$ cat config.mk
export PLATFORM = sky130hd
export DESIGN_NAME = cdb_arbiter_4
export DESIGN_NICKNAME = d
export VERILOG_FILES = /design/src/rtl/cdb_arb_pkg.sv /design/src/rtl/mux_4x1.sv /design/src/rtl/cdb_arbiter_4.sv
export SDC_FILE = /design/constraint.sdc
export NUM_CORES = 1
export LEC_CHECK = 0
export BUFFER_PORTS_ARGS = -buffer_cell sky130_fd_sc_hd__buf_4
export CAP_MARGIN = 10
export CORE_MARGIN = 4
export CORE_UTILIZATION = 40
export DETAILED_ROUTE_END_ITERATION = 12
export PLACE_DENSITY = 0.9
export SLEW_MARGIN = 20
export SYNTH_ARGS = -nofsm -noshare
export SYNTH_HDL_FRONTEND = slang
export SYNTH_HIERARCHICAL = 1
export SYNTH_SLANG_ARGS = --single-unit
$ cat constraint.sdc
create_clock -name clk -period 2.6 [get_ports clk]
set_input_delay 0.39 -clock clk [delete_from_list [all_inputs] [get_ports clk]]
set_output_delay 0.39 -clock clk [all_outputs]
set_load 0.005 [all_outputs]
$ cat src/rtl/cdb_arb_pkg.sv
// Shared types and helpers for the result-bus arbiter.
package cdb_arb_pkg;

  localparam int NUM_REQ = 4;
  localparam int SEL_W   = 2;

  typedef enum logic {
    ST_EMPTY,
    ST_FULL
  } state_e;

  // Index of the first set bit at or after start, wrapping modulo NUM_REQ.
  function automatic logic [SEL_W-1:0] first_set_rot(
    input logic [NUM_REQ-1:0] vec,
    input logic [SEL_W-1:0]   start
  );
    logic [SEL_W-1:0] idx;
    logic [SEL_W-1:0] res;
    res = start;
    for (int i = NUM_REQ - 1; i >= 0; i--) begin
      idx = start + SEL_W'(i);
      if (vec[idx]) res = idx;
    end
    return res;
  endfunction

endpackage

$ cat src/rtl/mux_4x1.sv
// Four-input payload multiplexer.
module mux_4x1 #(
  parameter int dataWidth = 32
) (
  input  logic [dataWidth-1:0] in0,
  input  logic [dataWidth-1:0] in1,
  input  logic [dataWidth-1:0] in2,
  input  logic [dataWidth-1:0] in3,
  input  logic [1:0]           s,
  output logic [dataWidth-1:0] out
);

  always_comb begin
    out = in0;
    unique case (s)
      2'd0: out = in0;
      2'd1: out = in1;
      2'd2: out = in2;
      2'd3: out = in3;
      default: out = in0;
    endcase
  end

endmodule

$ cat src/rtl/cdb_arbiter_4.sv
// Four-requester result-bus arbiter with a registered valid/ready output.
// Define CDB_ARB_FIXED_PRIO_EN for fixed priority (index 0 highest).
module cdb_arbiter_4
  import cdb_arb_pkg::*;
#(
  parameter int dataWidth = 32
) (
  input  logic                 clk,
  input  logic                 rst,
  input  logic [NUM_REQ-1:0]   req,
  input  logic [dataWidth-1:0] in0,
  input  logic [dataWidth-1:0] in1,
  input  logic [dataWidth-1:0] in2,
  input  logic [dataWidth-1:0] in3,
  output logic [NUM_REQ-1:0]   grant,
  output logic                 out_valid,
  output logic [dataWidth-1:0] out_data,
  output logic [SEL_W-1:0]     out_src,
  input  logic                 out_ready
);

  state_e               state_q, state_d;
  logic [dataWidth-1:0] data_q, data_d;
  logic [SEL_W-1:0]     src_q, src_d;
  logic [SEL_W-1:0]     start;
  logic [SEL_W-1:0]     win;
  logic [dataWidth-1:0] mux_out;
  logic                 slot_free;
  logic                 take;

`ifdef CDB_ARB_FIXED_PRIO_EN
  assign start = '0;
`else
  logic [SEL_W-1:0] ptr_q, ptr_d;

  assign start = ptr_q;

  always_comb begin
    ptr_d = ptr_q;
    if (take) ptr_d = win + SEL_W'(1);
  end

  always_ff @(posedge clk) begin
    if (rst) ptr_q <= '0;
    else     ptr_q <= ptr_d;
  end
`endif

  assign win = first_set_rot(req, start);

  mux_4x1 #(
    .dataWidth(dataWidth)
  ) u_mux (
    .in0(in0),
    .in1(in1),
    .in2(in2),
    .in3(in3),
    .s  (win),
    .out(mux_out)
  );

  // Draining and refilling the slot in one cycle keeps full throughput.
  assign slot_free = (state_q == ST_EMPTY) || out_ready;
  assign take      = !rst && slot_free && (|req);
  assign grant     = take ? (NUM_REQ'(1) << win) : '0;

  always_comb begin
    state_d = state_q;
    data_d  = data_q;
    src_d   = src_q;
    if (take) begin
      data_d = mux_out;
      src_d  = win;
    end
    unique case (state_q)
      ST_EMPTY: if (take) state_d = ST_FULL;
      ST_FULL:  if (out_ready) state_d = take ? ST_FULL : ST_EMPTY;
      default:  state_d = ST_EMPTY;
    endcase
  end

  always_ff @(posedge clk) begin
    if (rst) begin
      state_q <= ST_EMPTY;
      data_q  <= '0;
      src_q   <= '0;
    end else begin
      state_q <= state_d;
      data_q  <= data_d;
      src_q   <= src_d;
    end
  end

  assign out_valid = (state_q == ST_FULL);
  assign out_data  = data_q;
  assign out_src   = src_q;

endmodule

==> results.md, run 1 <==
* Clock tree sinks at 37
* Largest delay share family, worst path: compound AO/OA/AOI/OAI gates
* Source of the worst hold timing path: out_ready
* IR Drop Worst-Case VDD at 0.000275 V
* Quantity of I/O buffers inserted on ports at 173
* Post-synthesis instance area at 2310 um2
* Standby leakage power at 1.67 nW
* Iteration-0 DRC Markers at 122
* Wire length after detailed routing at 7470 um
* Nets@finish at 520
* TritonCTS clock tree: yes
* Residual DRC at 0
* Number of failing hold endpoints at the final stage at 0
* Starting density of the core at 41.7%
* Ratio of cells with drive above 1 in the final layout at 57.8%
* Wire length per cell at 16.3 um
* Post-Syn Instances at 218
* Reg clk slew, reported paths at 0.07 ns
* Number of hold-repair buffers added at the cts stage at 0
* Ys Warns at 6
* Post-synthesis to final-layout area growth at 62.3%
* Critical Path Max Stage Delay at 0.51 ns
* Post-detailed-placement cell area at 3650 um2
* Placed wire-length estimate after detailed placement at 5950 um
* Worst clock skew at 0.00982 ns
* Number of cells traversed by the worst hold path at 4
* Maximum fanout along the worst path at 22
* Number of buffers between clock root and the deepest sink at 2
* Number of instances resized during post-cts repair at 0
* Cell type with the highest occurrence count on the critical path: sky130_fd_sc_hd__nor3_1
* Crit Reg-Reg Endpoint: out_data[19]
* Worst relative slew slack at 57.5%
* Standard-cell row count at 27
* Classification of the worst setup path: register to output port
* Power density over the cells at 512 nW/um2
* Flops & latches, synth at 37
* Number of ports placed on the die boundary at 174
* Global-route wire length before repair at 12,100 um
* Slowest library cell on the worst path: sky130_fd_sc_hd__o21ai_4
* Total number of H-tree levels at 2
* Number of antenna violations at the first check in global routing at 0
* Clk_lat worst skew at 0.28 ns
* Via-to-Cell Ratio at 5.14
* CP startpoint kind: register
* Max Cap Viol at 0
* Y dimension of the die at 84.0 um
* Critical R2R Launch: ptr_q[1]
* Period Utilization, post-route at 95.1%
* Hold WC Path Type: input port to register
* Gp weighted congestion at 0.844
* Total negative slack at 0 ns
* Number of nets in the synthesized netlist at 353
* Sequential share of the synthesized area at 32.1%
* Total global routing overflow at 0
* Min cycle time layout at 2.47 ns
* Diodes inserted at 0
* Path depth of the worst reg2reg path at 7
* Gr usage total at 21.2%
* Drt first pass iters at 4
* Required time of the critical path at 2.21 ns
* Total via count in the routed design at 2,353
* Arrival time at the worst endpoint at 2.08 ns
* Final-report setup violation count at 0
* Post-Place Worst Slack at 0.278 ns
* Worst Setup End Kind: output port
* RSZ-0062 raised after global routing: no
* Core Util, Final at 67.6%
* Total CTS buffers at 5
* Crit path setup slack, layout at 0.129 ns
* Floorplan Core Area at 5540 um2
* Mean instance size in the synthesized netlist at 10.6 um2
* Post-CTS setup buffer count at 0
* Root buffer cell: sky130_fd_sc_hd__clkbuf_8
* Outcome: complete, no violations
* Largest net degree at the start of global routing at 40
* Final Max Slew Viols at 0
* Flop2flop setup slack at 0.44 ns
* Number of global-route vias before repair at 2,659
* Count of unique library cells instantiated by Yosys at 29
* List of cells traversed by the critical path: nor3_1 -> a31o_2 -> o21ai_4 -> buf_12 -> nor3_1 -> buf_4
* Worst Hold Endpoint: out_valid
* Final ANT Viol Nets at 0
* Timing-limited maximum frequency at 405 MHz
* Fin area at 3750 um2
* Measured slew at the worst slew-check pin at 0.635 ns
* Overall die area at 7050 um2
* Die Span X at 84.0 um
* Number of buffer and inverter instances along the worst setup path at 2
## power by group
group	switching, mW	internal, mW
clock network	0.204	0.240
logic	0.285	0.481
registers	0.0517	0.658
## final cells by class
| class | instances | area (um2) |
|---|---|---|
| Sequential cell | 37 | 741 |
| Fill cell | 454 | 1790 |
| Clock buffer | 7 | 96.3 |
| Timing Repair Buffer | 178 | 1360 |
| Multi-Input combinational cell | 162 | 1450 |
| Inverter | 1 | 3.75 |
| Tap cell | 72 | 90.1 |
| Clock inverter | 1 | 5.00 |
## per-stage QoR
stage,hold WS [ns],total power [mW],std cells
6_report,0.456,1.92,458
5_1_grt,0.456,2.05,458
4_1_cts,0.447,1.94,458
3_5_place_dp,0.468,1.50,450
3_3_place_gp,0.459,1.47,450
2_1_floorplan,0.466,1.15,218
## sequential cells by signal, indices dropped and copies added, names as in the netlist
register	cells
ptr_q	2
out_data	32
out_src	2
out_valid	1
## Yosys cell counts
master | number | share of area [%]
sky130_fd_sc_hd__a211oi_2 | 1 | 0.54
sky130_fd_sc_hd__nor3_2 | 1 | 0.43
sky130_fd_sc_hd__o21ai_0 | 36 | 7.8
sky130_fd_sc_hd__nor4_1 | 1 | 0.27
sky130_fd_sc_hd__buf_6 | 1 | 0.49
sky130_fd_sc_hd__nand2_1 | 34 | 5.5
sky130_fd_sc_hd__or3_1 | 1 | 0.27
sky130_fd_sc_hd__dfxtp_1 | 37 | 32
sky130_fd_sc_hd__buf_2 | 3 | 0.65
sky130_fd_sc_hd__clkbuf_1 | 11 | 1.8
sky130_fd_sc_hd__a21o_1 | 1 | 0.33
sky130_fd_sc_hd__mux4_1 | 2 | 2.3
sky130_fd_sc_hd__a211oi_1 | 1 | 0.33
sky130_fd_sc_hd__nand2b_1 | 36 | 9.8
sky130_fd_sc_hd__mux4_2 | 30 | 29
sky130_fd_sc_hd__nor2_1 | 4 | 0.65
sky130_fd_sc_hd__nor2b_1 | 3 | 0.81
sky130_fd_sc_hd__a211oi_4 | 1 | 0.87
sky130_fd_sc_hd__xnor2_1 | 1 | 0.38
sky130_fd_sc_hd__and3_2 | 1 | 0.33
sky130_fd_sc_hd__o21ai_2 | 1 | 0.38
sky130_fd_sc_hd__a31o_2 | 1 | 0.38
sky130_fd_sc_hd__nor3_1 | 2 | 0.43
sky130_fd_sc_hd__nor3b_1 | 1 | 0.33
sky130_fd_sc_hd__inv_2 | 1 | 0.16
sky130_fd_sc_hd__buf_12 | 3 | 2.6
sky130_fd_sc_hd__a21oi_1 | 1 | 0.22
sky130_fd_sc_hd__or2b_1 | 1 | 0.33
sky130_fd_sc_hd__nand3b_1 | 1 | 0.33
## placed cells by master (no fill, tap or decap), drive strengths merged
cell    instances
nand2b         36
clkbuf          7
inv             1
a31o            1
nand2          34
dfxtp          37
nand3b          1
and3            1
a211oi          3
nor3b           1
a21oi           1
clkinv          1
nor3            3
a21o            1
nor2            4
buf           178
nor2b           3
or2b            1
xnor2           1
nor4            1
o21ai          37
or3             1
mux4           32
## routing by layer
| layer | wire [um] | track usage, % | up-vias |
|---|---|---|---|
| met5 | 0 | 0 | - |
| met3 | 506 | 5.03 | 19 |
| met1 | 2600 | 21.6 | 1094 |
| met2 | 4180 | 40.8 | 116 |
| li1 | - | - | 1124 |
| met4 | 180 | 8.48 | 0 |
## logic make-up after synthesis
kind of cell | count (synthesis) | share of synthesized area [%]
mux | 32 | 31.5
simple gates | 86 | 19.5
compound gates | 43 | 10.8
buf+inv | 19 | 5.69
flops | 37 | 32.1
xor+xnor | 1 | 0.379
## worst register-to-register path, delay by kind of cell, from the launching register on
family | cells | cell delay, ns
flip-flops | 1 | 0.47
multiplexers | 1 | 0.31
AO/OA/AOI/OAI | 3 | 0.83
buffers and inverters | 1 | 0.27
AND/OR/NAND/NOR | 2 | 0.18
## worst max path at each step
stage,startpoint,endpoint,slack (ns),cells past startpoint
6_report,ptr_q[1],grant[0],0.13,6
5_1_grt,ptr_q[1],grant[0],0.008,6
4_1_cts,ptr_q[1],grant[0],0.15,6
3_5_place_dp,req[2],out_data[29],0.28,8
3_3_place_gp,req[2],out_data[29],0.33,8
2_1_floorplan,req[2],out_data[17],0.50,8
(Power assumes the default switching activity.)
==> run 2: changes to the inputs <==
Settings changed: CELL_PAD_IN_SITES_DETAIL_PLACEMENT from default to 1, CELL_PAD_IN_SITES_GLOBAL_PLACEMENT from default to 2, CORE_UTILIZATION 40 to 22, PLACE_DENSITY 0.9 to 0.91.
==> run 2 against run 1 <==
Effect of this change: register-to-register slack got worse by 0.07 ns; sequential share of layout area decreased by 0.38 points; final cell count rose by 14%; largest power group unchanged; highest routed layer unchanged.
==> results.md, run 2 (synthesis results as in run 1) <==
* Number of ports placed on the die boundary at 174 (unchanged)
* Iteration-0 DRC Markers at 62 (-49%)
* Timing-limited maximum frequency at 408 MHz (+0.87%)
* Nets@finish at 519 (-0.19%)
* Period Utilization, post-route at 94.2% (-0.82 points)
* Classification of the worst setup path: register to output port
* Most Used Layer, Global Route: met2
* Post-Place Worst Slack at 0.224 ns (-0.0534 ns)
* Total via count in the routed design at 2,343 (-0.42%)
* Number of buffers between clock root and the deepest sink at 2 (unchanged)
* Total power draw at 1.93 mW (+0.45%)
* Total CTS buffers at 5 (unchanged)
* Floorplan Core Area at 10,300 um2 (+86%)
* RSZ-0062 raised after global routing: no
* Y dimension of the die at 110 um (+32%)
* Standard-cell row count at 37 (+37%)
* Arrival time at the worst endpoint at 2.06 ns (-0.02 ns)
* Drt first pass iters at 4 (unchanged)
* Clock tree sinks at 37 (unchanged)
* Root buffer cell: sky130_fd_sc_hd__clkbuf_8
* Global-route wire length before repair at 13,400 um (+11%)
* Gr usage total at 13.3% (-7.8 points)
* Max Cap Viol at 0 (unchanged)
* CP startpoint kind: register
* Final-report setup violation count at 0 (unchanged)
* Via-to-Cell Ratio at 4.50 (-12%)
* Largest register FFs at 32 (unchanged)
* Met1 track utilization from global routing at 14.5% (-7.1 points)
* Overall die area at 12,200 um2 (+73%)
* Worst Setup End Kind: output port
* Leading cell types in the layout, fill and taps excluded: 175 x sky130_fd_sc_hd__buf_4, 37 x sky130_fd_sc_hd__dfxtp_1, 36 x sky130_fd_sc_hd__nand2b_1, 36 x sky130_fd_sc_hd__o21ai_0, 34 x sky130_fd_sc_hd__nand2_1
* IR Drop Worst-Case VDD at 0.000172 V (-38%)
* TritonCTS clock tree: yes
* Starting density of the core at 22.5% (-19 points)
* Die Span X at 110 um (+32%)
* Clk_lat worst skew at 0.29 ns (about the same)
* Worst clock skew at 0.00687 ns (-0.00296 ns)
* Final ANT Viol Nets at 0 (unchanged)
* Flop2flop setup slack at 0.37 ns (-0.07 ns)
* Number of antenna violations at the first check in global routing at 0 (unchanged)
* Hold WC Path Type: input port to register
* Gp weighted congestion at 0.711 (-16%)
* Reg clk slew, reported paths at 0.07 ns (about the same)
* Path depth of the worst reg2reg path at 7 (unchanged)
* Required time of the critical path at 2.21 ns (about the same)
* Total negative slack at 0 ns (unchanged)
* Residual DRC at 0 (unchanged)
* Critical R2R Launch: ptr_q[1]
* Maximum fanout along the worst path at 18 (-18%)
* Met2 global-route usage at 25.1% (-16 points)
* Final Max Slew Viols at 0 (unchanged)
* Post-CTS setup buffer count at 0 (unchanged)
* Standby leakage power at 1.67 nW (-0.30%)
* Crit path setup slack, layout at 0.150 ns (+0.0212 ns)
* Number of cells traversed by the worst hold path at 4 (unchanged)
* Placed wire-length estimate after detailed placement at 6520 um (+9.6%)
* Quantity of I/O buffers inserted on ports at 173 (unchanged)
* Largest net degree at the start of global routing at 62 (+55%)
* Min cycle time layout at 2.45 ns (-0.0212 ns)
* Post-synthesis to final-layout area growth at 65.5%
* Crit Reg-Reg Endpoint: out_data[19]
* Worst relative slew slack at 54.7% (-2.7 points)
* Number of global-route vias before repair at 2,712 (+2.0%)
* Fillers at 1,224 (+170%)
* Diodes inserted at 0 (unchanged)
* Power density over the cells at 505 nW/um2 (-1.5%)
* Worst Hold Endpoint: out_valid
* Source of the worst hold timing path: out_ready
* Number of hold-repair buffers added at the cts stage at 0 (unchanged)
* Met3 usage in global routing at 4.11% (-0.92 points)
* Total global routing overflow at 0 (unchanged)
* Wire length per cell at 15.8 um (-3.1%)
* Measured slew at the worst slew-check pin at 0.676 ns (+0.0410 ns)
* Ratio of cells with drive above 1 in the final layout at 57.7% (-0.11 points)
* Total number of H-tree levels at 2 (unchanged)
* Worst hold margin at 0.450 ns (-0.00592 ns)
* Wire length after detailed routing at 8230 um (+10%)
* Number of failing hold endpoints at the final stage at 0 (unchanged)
* Number of instances resized during post-cts repair at 0 (unchanged)
* Most common cell after layout, fill and taps aside: sky130_fd_sc_hd__buf_4
* Outcome: complete, no violations
run 2: worst max path at each step:
| stage | startpoint | endpoint | slack [ns] | depth (start not counted) |
|---|---|---|---|---|
| 3_5_place_dp | req[2] | out_data[29] | 0.22 | 8 |
| 2_1_floorplan | req[2] | out_data[17] | 0.50 | 8 |
| 6_report | ptr_q[1] | grant[3] | 0.15 | 5 |
| 3_3_place_gp | req[2] | out_data[29] | 0.29 | 8 |
| 5_1_grt | ptr_q[1] | grant[2] | 0.02 | 6 |
| 4_1_cts | ptr_q[1] | grant[3] | 0.16 | 5 |
run 2: layout make-up:
class | count | area [um2] | share of cell area (%)
clock buffers | 7 | 96.3 | 2.52
clock inverters | 1 | 5.00 | 0.131
inverters | 1 | 3.75 | 0.0983
multi-input cells | 162 | 1450 | 38.0
flip-flops and latches | 37 | 741 | 19.4
well taps | 136 | 170 | 4.45
repair buffers | 177 | 1350 | 35.4
run 2: per-stage QoR:
stage | cells | instance area, um2 | util [%]
final | 521 | 3820 | 37.2
after floorplan | 218 | 2310 | -
after detailed placement | 513 | 3720 | 36.2
after global routing | 521 | 3820 | 37.2
after CTS | 521 | 3820 | 37.2
after global placement | 513 | 3720 | 36.2
run 2: where the power goes:
group          switching [mW]  total, mW  internal, mW
registers              0.0521      0.710         0.658
clock network           0.210      0.450         0.240
logic                   0.288      0.768         0.479
total                   0.550       1.93          1.38
run 2: critical path: stages (launching register included):
cell and delay, ns:
sky130_fd_sc_hd__dfxtp_1 0.47, sky130_fd_sc_hd__nor3_1 0.10, sky130_fd_sc_hd__a31o_2 0.24, sky130_fd_sc_hd__o21ai_4 0.54
sky130_fd_sc_hd__and3_2 0.31, sky130_fd_sc_hd__buf_4 0.11
run 2: metal layers:
metal  routed length, um  share of wire [%]
met5                   0                  0
met4                  90                1.1
met3                 580                7.0
met2                4500                 55
met1                3060                 37
